<file path="src/rtl/mult_pkg.sv">
// Shared constants, helpers and types for the tiled multiplier.
package mult_pkg;

  localparam int unsigned DEFAULT_TILE = 8;
  localparam int unsigned MULT_LATENCY = 4;

  // Widest product the tiled multiplier is used for (64x64 operands).
  localparam int unsigned MAX_PROD_W   = 128;

  // Carry-save pair; sum + carry (mod 2^width) is the represented value.
  // Sized for the widest product. The multiplier declares its own copy
  // sized to its parameters so it carries no unused bits.
  typedef struct packed {
    logic [MAX_PROD_W-1:0] sum;
    logic [MAX_PROD_W-1:0] carry;
  } csa_pair_t;

  // Tiles per operand edge.
  function automatic int unsigned num_tiles(input int unsigned width,
                                            input int unsigned tile);
    return width / tile;
  endfunction

endpackage

</file>
<file path="src/rtl/mult_tile.sv">
// Combinational TILE x TILE unsigned multiplier producing a 2*TILE product.
//  a, b : tile operands
//  p    : full-width unsigned product
module mult_tile
  import mult_pkg::*;
#(
  parameter int unsigned TILE = DEFAULT_TILE
) (
  input  logic [TILE-1:0]   a,
  input  logic [TILE-1:0]   b,
  output logic [2*TILE-1:0] p
);

  assign p = (2*TILE)'(a) * (2*TILE)'(b);

endmodule

</file>
<file path="src/rtl/pipelined_tile_multiplier.sv">
// Four-stage WIDTH x WIDTH multiplier built from TILE x TILE tile products,
// unsigned or two's complement per transaction, valid/ready on both sides.
//  clk, rst            : clock, asynchronous active-high reset
//  in_valid/in_ready   : operand handshake (in_ready is combinational)
//  in_a, in_b          : operands
//  in_signed           : 1 = both operands two's complement
//  out_valid/out_ready : product handshake
//  out_product         : 2*WIDTH-bit product
//  busy                : any stage holds a valid transaction
module pipelined_tile_multiplier
  import mult_pkg::*;
#(
  parameter int unsigned WIDTH = 32,
  parameter int unsigned TILE  = DEFAULT_TILE
) (
  input  logic               clk,
  input  logic               rst,
  input  logic               in_valid,
  output logic               in_ready,
  input  logic [WIDTH-1:0]   in_a,
  input  logic [WIDTH-1:0]   in_b,
  input  logic               in_signed,
  output logic               out_valid,
  input  logic               out_ready,
  output logic [2*WIDTH-1:0] out_product,
  output logic               busy
);

  localparam int unsigned NT    = num_tiles(WIDTH, TILE);
  localparam int unsigned PW    = 2 * WIDTH;
  localparam int unsigned TPW   = 2 * TILE;
  localparam int unsigned NPROD = NT * NT;
  // Tile products, two correction rows, and the +2 that completes both negations.
  localparam int unsigned NROWS = NPROD + 3;

  typedef struct packed {
    logic [PW-1:0] sum;
    logic [PW-1:0] carry;
  } csa_t;

  if ((WIDTH % TILE) != 0) begin : g_bad_width
    $error("pipelined_tile_multiplier: WIDTH must be a multiple of TILE");
  end

  // Global stall: every stage advances together or not at all.
  logic en;
  logic accept;
  assign en       = !out_valid || out_ready;
  assign in_ready = en;
  assign accept   = in_valid && en;

  // Stage 1: operand capture.
  logic             v1;
  logic [WIDTH-1:0] s1_a;
  logic [WIDTH-1:0] s1_b;
  logic             s1_signed;

  always_ff @(posedge clk or posedge rst) begin
    if (rst) begin
      v1        <= 1'b0;
      s1_a      <= '0;
      s1_b      <= '0;
      s1_signed <= 1'b0;
    end else if (en) begin
      v1        <= accept;
      s1_a      <= in_a;
      s1_b      <= in_b;
      s1_signed <= in_signed;
    end
  end

  // Tile products; entry (i*NT+j) is a slice i times b slice j.
  logic [NPROD*TPW-1:0] tp;

  for (genvar i = 0; i < NT; i++) begin : g_ti
    for (genvar j = 0; j < NT; j++) begin : g_tj
      mult_tile #(.TILE(TILE)) u_tile (
        .a (s1_a[i*TILE +: TILE]),
        .b (s1_b[j*TILE +: TILE]),
        .p (tp[(i*NT+j)*TPW +: TPW])
      );
    end
  end

  // Stage 2: tile products and signed corrections.
  logic                 v2;
  logic [NPROD*TPW-1:0] s2_tp;
  logic [WIDTH-1:0]     s2_corr_a;
  logic [WIDTH-1:0]     s2_corr_b;

  always_ff @(posedge clk or posedge rst) begin
    if (rst) begin
      v2        <= 1'b0;
      s2_tp     <= '0;
      s2_corr_a <= '0;
      s2_corr_b <= '0;
    end else if (en) begin
      v2        <= v1;
      s2_tp     <= tp;
      s2_corr_a <= (s1_signed && s1_a[WIDTH-1]) ? s1_b : '0;
      s2_corr_b <= (s1_signed && s1_b[WIDTH-1]) ? s1_a : '0;
    end
  end

  // Each tile product lands on its diagonal weight 2^((i+j)*TILE).
  logic [PW-1:0] rows [NROWS];

  for (genvar i = 0; i < NT; i++) begin : g_ri
    for (genvar j = 0; j < NT; j++) begin : g_rj
      assign rows[i*NT+j] = PW'(s2_tp[(i*NT+j)*TPW +: TPW]) << ((i + j) * TILE);
    end
  end

  // -(corr << WIDTH) = ~(corr << WIDTH) + 1; the two +1s are merged into one row of 2.
  assign rows[NPROD]   = {~s2_corr_a, {WIDTH{1'b1}}};
  assign rows[NPROD+1] = {~s2_corr_b, {WIDTH{1'b1}}};
  assign rows[NPROD+2] = PW'(2);

  // 3:2 compression of all rows into one carry-save pair.
  csa_t csa_d;

  always_comb begin : csa_chain
    logic [PW-1:0] s_t;
    logic [PW-1:0] c_t;
    logic [PW-1:0] s_n;
    logic [PW-1:0] c_n;
    s_t = '0;
    c_t = '0;
    s_n = '0;
    c_n = '0;
    for (int r = 0; r < NROWS; r++) begin
      s_n = s_t ^ c_t ^ rows[r];
      c_n = ((s_t & c_t) | (s_t & rows[r]) | (c_t & rows[r])) << 1;
      s_t = s_n;
      c_t = c_n;
    end
    csa_d.sum   = s_t;
    csa_d.carry = c_t;
  end

  // Stage 3: carry-save result.
  logic v3;
  csa_t s3;

  always_ff @(posedge clk or posedge rst) begin
    if (rst) begin
      v3 <= 1'b0;
      s3 <= '0;
    end else if (en) begin
      v3 <= v2;
      s3 <= csa_d;
    end
  end

  // Stage 4: carry-propagate add; product register only moves for valid data.
  always_ff @(posedge clk or posedge rst) begin
    if (rst) begin
      out_valid   <= 1'b0;
      out_product <= '0;
    end else if (en) begin
      out_valid <= v3;
      if (v3) begin
        out_product <= s3.sum + s3.carry;
      end
    end
  end

  // busy tracks the OR of the next-cycle stage valids; it holds during a stall.
  always_ff @(posedge clk or posedge rst) begin
    if (rst) begin
      busy <= 1'b0;
    end else if (en) begin
      busy <= accept | v1 | v2 | v3;
    end
  end

endmodule

</file>
<file path="config.mk">
export PLATFORM = sky130hd
export DESIGN_NAME = pipelined_tile_multiplier
export DESIGN_NICKNAME = d
export VERILOG_FILES = /design/src/rtl/mult_pkg.sv /design/src/rtl/mult_tile.sv /design/src/rtl/pipelined_tile_multiplier.sv
export SDC_FILE = /design/constraint.sdc
export NUM_CORES = 2
export LEC_CHECK = 0
export ABC_AREA = 1
export BUFFER_PORTS_ARGS = -buffer_cell sky130_fd_sc_hd__buf_2
export CAP_MARGIN = 5
export CORE_UTILIZATION = 55
export CTS_BUF_LIST = sky130_fd_sc_hd__clkbuf_4 sky130_fd_sc_hd__clkbuf_8 sky130_fd_sc_hd__clkbuf_16
export DETAILED_ROUTE_END_ITERATION = 8
export PLACE_DENSITY = 0.74
export SLEW_MARGIN = 20
export SYNTH_ARGS = -nofsm -noshare
export SYNTH_HDL_FRONTEND = slang
export SYNTH_SLANG_ARGS = --single-unit
</file>
<file path="constraint.sdc">
create_clock -name clk -period 26.2 [get_ports clk]
set_input_delay 3.93 -clock clk [delete_from_list [all_inputs] [get_ports clk]]
set_output_delay 3.93 -clock clk [all_outputs]
set_load 0.05 [all_outputs]
</file>
## After elaboration in Yosys (flattened, before gate mapping)

Index checks and enable logic that the tools add are counted.

| storage, ports and cells | value |
|---|---|
| register bits | 581 |
| input port bits | 69 |
| logic and storage cells | 163 |

| operators by class | value |
|---|---|
| muxes and demuxes | 2 |
| add/subtract/negate cells | 1 |
| bitwise operators | 124 |
| multiply operators | 16 |
| reductions and logical operators | 6 |

Operators with widths:

| cell | count |
|---|---|
| 63-bit AND | 7 |
| 64-bit bitwise XOR | 5 |
| 63-bit OR | 5 |
| 8-bit by 8-bit multiplier with 16-bit output | 16 |
| 63-bit by 2-bit OR with 63-bit output | 2 |
| 64-bit adder | 1 |
| 32-bit two-way mux | 2 |
| 32-bit NOT | 2 |
| 60-bit by 64-bit bitwise XOR with 64-bit output | 1 |
| 59-bit by 63-bit AND with 63-bit output | 1 |
| 60-bit by 63-bit AND with 63-bit output | 1 |
| 60-bit by 63-bit OR with 63-bit output | 1 |
| 59-bit by 60-bit AND with 60-bit output | 1 |
| 59-bit by 60-bit bitwise XOR with 60-bit output | 1 |
| 58-bit by 59-bit AND with 59-bit output | 1 |
| 59-bit by 56-bit AND with 59-bit output | 1 |
| 59-bit by 58-bit OR with 59-bit output | 1 |
| 59-bit OR | 1 |
| 58-bit by 59-bit bitwise XOR with 59-bit output | 1 |
| 59-bit by 56-bit bitwise XOR with 59-bit output | 1 |
| 57-bit by 58-bit AND with 58-bit output | 1 |
| 58-bit by 48-bit AND with 58-bit output | 1 |
| 58-bit by 56-bit AND with 58-bit output | 1 |
| 58-bit by 57-bit OR with 58-bit output | 1 |
| 89 further kinds | 93 |

## Longest topological paths before layout

| logic depth | value |
|---|---|
| depth in word-level cells | 52 |
| depth in mapped cells | 28 |
| depth with buffers taken out | 28 |

## Hierarchy

Synthesis repeated with hierarchy kept, for this count alone.

| unflattened totals | value |
|---|---|
| cell total of the unflattened synthesis | 10,681 |
| area total of the unflattened synthesis | 76,609.7 um^2 |

By module, submodules not included:

| module | instances | cells each | sequential area each (um^2) | area an instance (um^2) |
|---|---|---|---|---|
| pipelined_tile_multiplier | 1 | 4,660 | 14,513.9 | 38,159.1 |
| mult_tile (g_ti[0].g_tj[0].u_tile ...) | 9 | 375 | 0.0 | 2,396.0 |
| mult_tile (g_ti[2].g_tj[1].u_tile ...) | 7 | 378 | 0.0 | 2,412.3 |

## Worst setup path after synthesis

OpenSTA, ideal clock, no wires.

| timing | value |
|---|---|
| kind | input to output |
| from | in out_ready |
| to | out in_ready |
| data arrival time | 5.026 ns |
| cell stages on the path | 5 |
| setup slack | 17.244 ns |
| cells stage by stage | nor2_2 > buf_2 > inv_2 > buf_2 > clkbuf_1 |

| on the way | value |
|---|---|
| longest elaborated chain between the ends | 1 |

RTL lines:

| item | RTL line | source |
|---|---|---|
| start, declared | pipelined_tile_multiplier.sv:24 | `input logic out_ready,` |
| 1-bit logical OR | pipelined_tile_multiplier.sv:48 | `assign en = !out_valid \|\| out_ready;` |
| end, declared | pipelined_tile_multiplier.sv:19 | `output logic in_ready,` |

Every way passes these cells.

## Worst setup path after layout

Same ends and word-level chain as after synthesis.

==> run_results.csv <==
group,metric,value,unit
placement,dp_hpwl,138000,µm
synthesis,synth_xor_area_share,1.32,%
setup_path,critPathRequiredTime,22.27,ns
synthesis,ys_top_cells_by_count,"nand2_1 (2795), inv_1 (2315), ha_1 (1020)",
grt,gr-total-overflow,0,
timing,hold_viol,0,
synthesis,ys.flop_type,"dfrtp_1",
setup_path,start_kind,"input pin",
detailed_routing,drt_first_iter_violations,4354,
synthesis,synth_edf_count,0,
synthesis,yosys-top-cells-area,"fa_1 (22%), dfrtp_1 (20%), ha_1 (18%)",
floorplanning,fp-row-count,132,
setup_path,slowest_stage,"inv_8",
setup_path,critPathKind,"in -> out",
detailed_routing,vias_per_cell,5.23,
finish,num-fill-cells,11600,
synthesis,synth_top_family_by_area,"adder cells",
timing,fin_setup_tns,0,ns
finish,syn_to_final_growth,6.27,%
synthesis,netlist_instances,9303,
finish,fin_cells,11000,
synthesis,yosys.area_share.simple,18.7,%
synthesis,synth_compound_area_share,5.59,%
synthesis,synth_top_area_share,22.0,%
setup_path,cp_top_family,"buffers and inverters",
detailed_routing,dr.pass1.iters,7,
timing,fin_crit,8.95,ns
grt,grt_start_max_net_pins,188,
cts,cts_tree,"built",
grt,grt_antenna_before_repair,4,
timing,grt_setup_unrepaired,"no",
cts,post_cts_buffers,0,
synthesis,async_flop_share,100,%
cts,htree_levels,3,
timing,fmax,0.112,GHz
finish,drive_gt1_share,4.79,%
cts,clk_path_buf_depth,3,
synthesis,syn-num-nets,11200,
floorplanning,die_area,132000,µm²
synthesis,ys_seq_area_share,20.2,%
detailed_routing,wl,185000,µm
detailed_routing,ant_nets,0,
timing,finalMaxSlewViolations,0,
finish,layout.nets,11100,
placement,place_congestion,0.966,
cts,clock_sinks,580,
setup_path,arrival,5.02,ns
synthesis,synth_mux_area_share,0,%
synthesis,synth_top_cell_by_area,"fa_1",
setup_path,end_kind,"output pin",
grt,track_usage,28.6,%
floorplanning,die_x,363,µm
setup_path,cpMostUsedCell,"buf_2",
floorplanning,fp.dieH,363,µm
cts,cts.repair.resized,0,
timing,fin_skew,0.0315,ns
synthesis,syn-mean-instance-area,7.71,µm²
placement,port_buffers,135,
cts,cts.reportedPaths.clkPinSlew,0.05,ns
synthesis,synth_area,71700,µm²
setup_path,path_cells,"buf_2, nor2_4, inv_8, buf_2",
grt,grt_pass1_wl,302000,µm
timing,worst_pin_slew,1.10,ns
setup_path,slowest_delay,0.47,ns
detailed_routing,drc,0,
floorplanning,core,129000,µm²
timing,max_slew_margin,27.0,%
cts,cts_buffers,72,
synthesis,synth-seq-cells,580,
setup_path,critPathBufInv,3,
timing,period_share,34.2,%
finish,regArea,14500,µm²
cts,clock_tree.root_cell,"clkbuf_16",
detailed_routing,wire_per_inst,16.8,µm
floorplanning,io_pins,136,
cts,clock_latency,0.67,ns
status,status,"complete, no violations",
synthesis,yosys_warnings,0,
cts,holdBufCountCts,0,
min_path,min_path_type,"reg -> reg",
synthesis,synth_cell_types,44,
grt,first_global_vias,58500,
timing,setup_viol,0,
floorplanning,start_util,55.4,%
synthesis,yosysMostFrequentCell,"nand2_1",
finish,multi_input_area,46900,µm²
synthesis,synth_fa_ha_area_share,39.8,%
setup_path,cp_max_fo,107,
detailed_routing,via_count,57600,
placement,dp.cells,10900,
run,maxCapViolCount,0,
[state kept, by name, indices dropped and copies added, names as in the netlist]
| name | flops |
|---|---|
| out_product | 64 |
| s2_corr_a | 32 |
| v3 | 1 |
| s3 | 126 |
| busy | 1 |
| v1 | 1 |
| s1_signed | 1 |
| v2 | 1 |
| s2_corr_b | 32 |
| s1_a | 32 |
| s1_b | 32 |
| out_valid | 1 |
| s2_tp | 256 |
[worst register-to-register path: cells and delay by family (launching register included)]
| kind | cells | cell delay, ns |
|---|---|---|
| flops | 1 | 0.38 |
| fa+ha+maj | 16 | 6.20 |
| buf+inv | 6 | 0.36 |
| simple gates | 2 | 0.13 |
[layer usage]
layer  vias to the layer above  part of all wire [%]  GRT usage [%]
li1                      27500                     -              -
met1                     27800                    43           38.0
met2                      1875                    46           47.3
met3                       363                   6.8           4.20
met4                         0                   4.2           11.0
met5                         -                     0              0
[cell type report]
cell class,count,area share (%)
sequential,580,19.1
inverter,2323,11.5
clock inverter,31,0.526
clock buffer,98,2.76
multi-input combinational,6022,61.6
timing repair buffer,213,1.69
antenna,3,0.00985
tap,1742,2.86
[metrics by stage]
step	hold WS (ns)	util [%]	worst slack [ns]	cell area, µm²
2_1_floorplan	0.449	-	6.04	71700
3_3_place_gp	0.456	56.9	17.27	73700
3_5_place_dp	0.458	56.9	17.26	73700
4_1_cts	0.471	58.8	17.26	76200
5_1_grt	0.490	58.8	17.20	76200
6_report	0.468	58.8	17.25	76200
[final timing paths]
kind | from | to | slack (ns) | depth (start not counted)
max in group asynchronous | rst | s2_tp[109]$_DFFE_PP0N_ | 19.90 | 5
setup / recovery | out_ready | in_ready | 17.25 | 4
hold reg to reg | out_product[0]$_DFFE_PP0P_ | out_product[0]$_DFFE_PP0P_ | 0.47 | 2
setup reg to reg | s2_tp[55]$_DFFE_PP0N_ | s3[97]$_DFFE_PP0N_ | 19.02 | 24
min in group asynchronous | rst | out_product[61]$_DFFE_PP0P_ | 3.40 | 2
hold / removal | out_product[0]$_DFFE_PP0P_ | out_product[0]$_DFFE_PP0P_ | 0.47 | 2
[layout by cell type (no fill, tap or decap), drive strengths merged, types with 213 or more instances in the layout]
master / netlist / final
a21oi: 227 / 227
buf: 89 / 213
dfrtp: 580 / 580
fa: 788 / 788
ha: 1020 / 1020
inv: 2320 / 2325
nand2: 2811 / 2811
nand3: 248 / 248
nor2: 250 / 250
o21ai: 302 / 302
[kinds of logic (layout without fill, tap and decap cells)]
logic type | count (synthesis) | in the layout
adders and majority gates | 1808 | 1808
and+or+nand+nor | 3392 | 3392
DFF | 580 | 580
other | 0 | 3
buffers and inverters | 2701 | 2665
xor gates and xnor gates | 108 | 108
AOI/OAI and AO/OA | 714 | 714
Power is left out: the tool's default activity adds up to more than one toggle a clock period on the data nets, which glitch-free logic cannot reach.
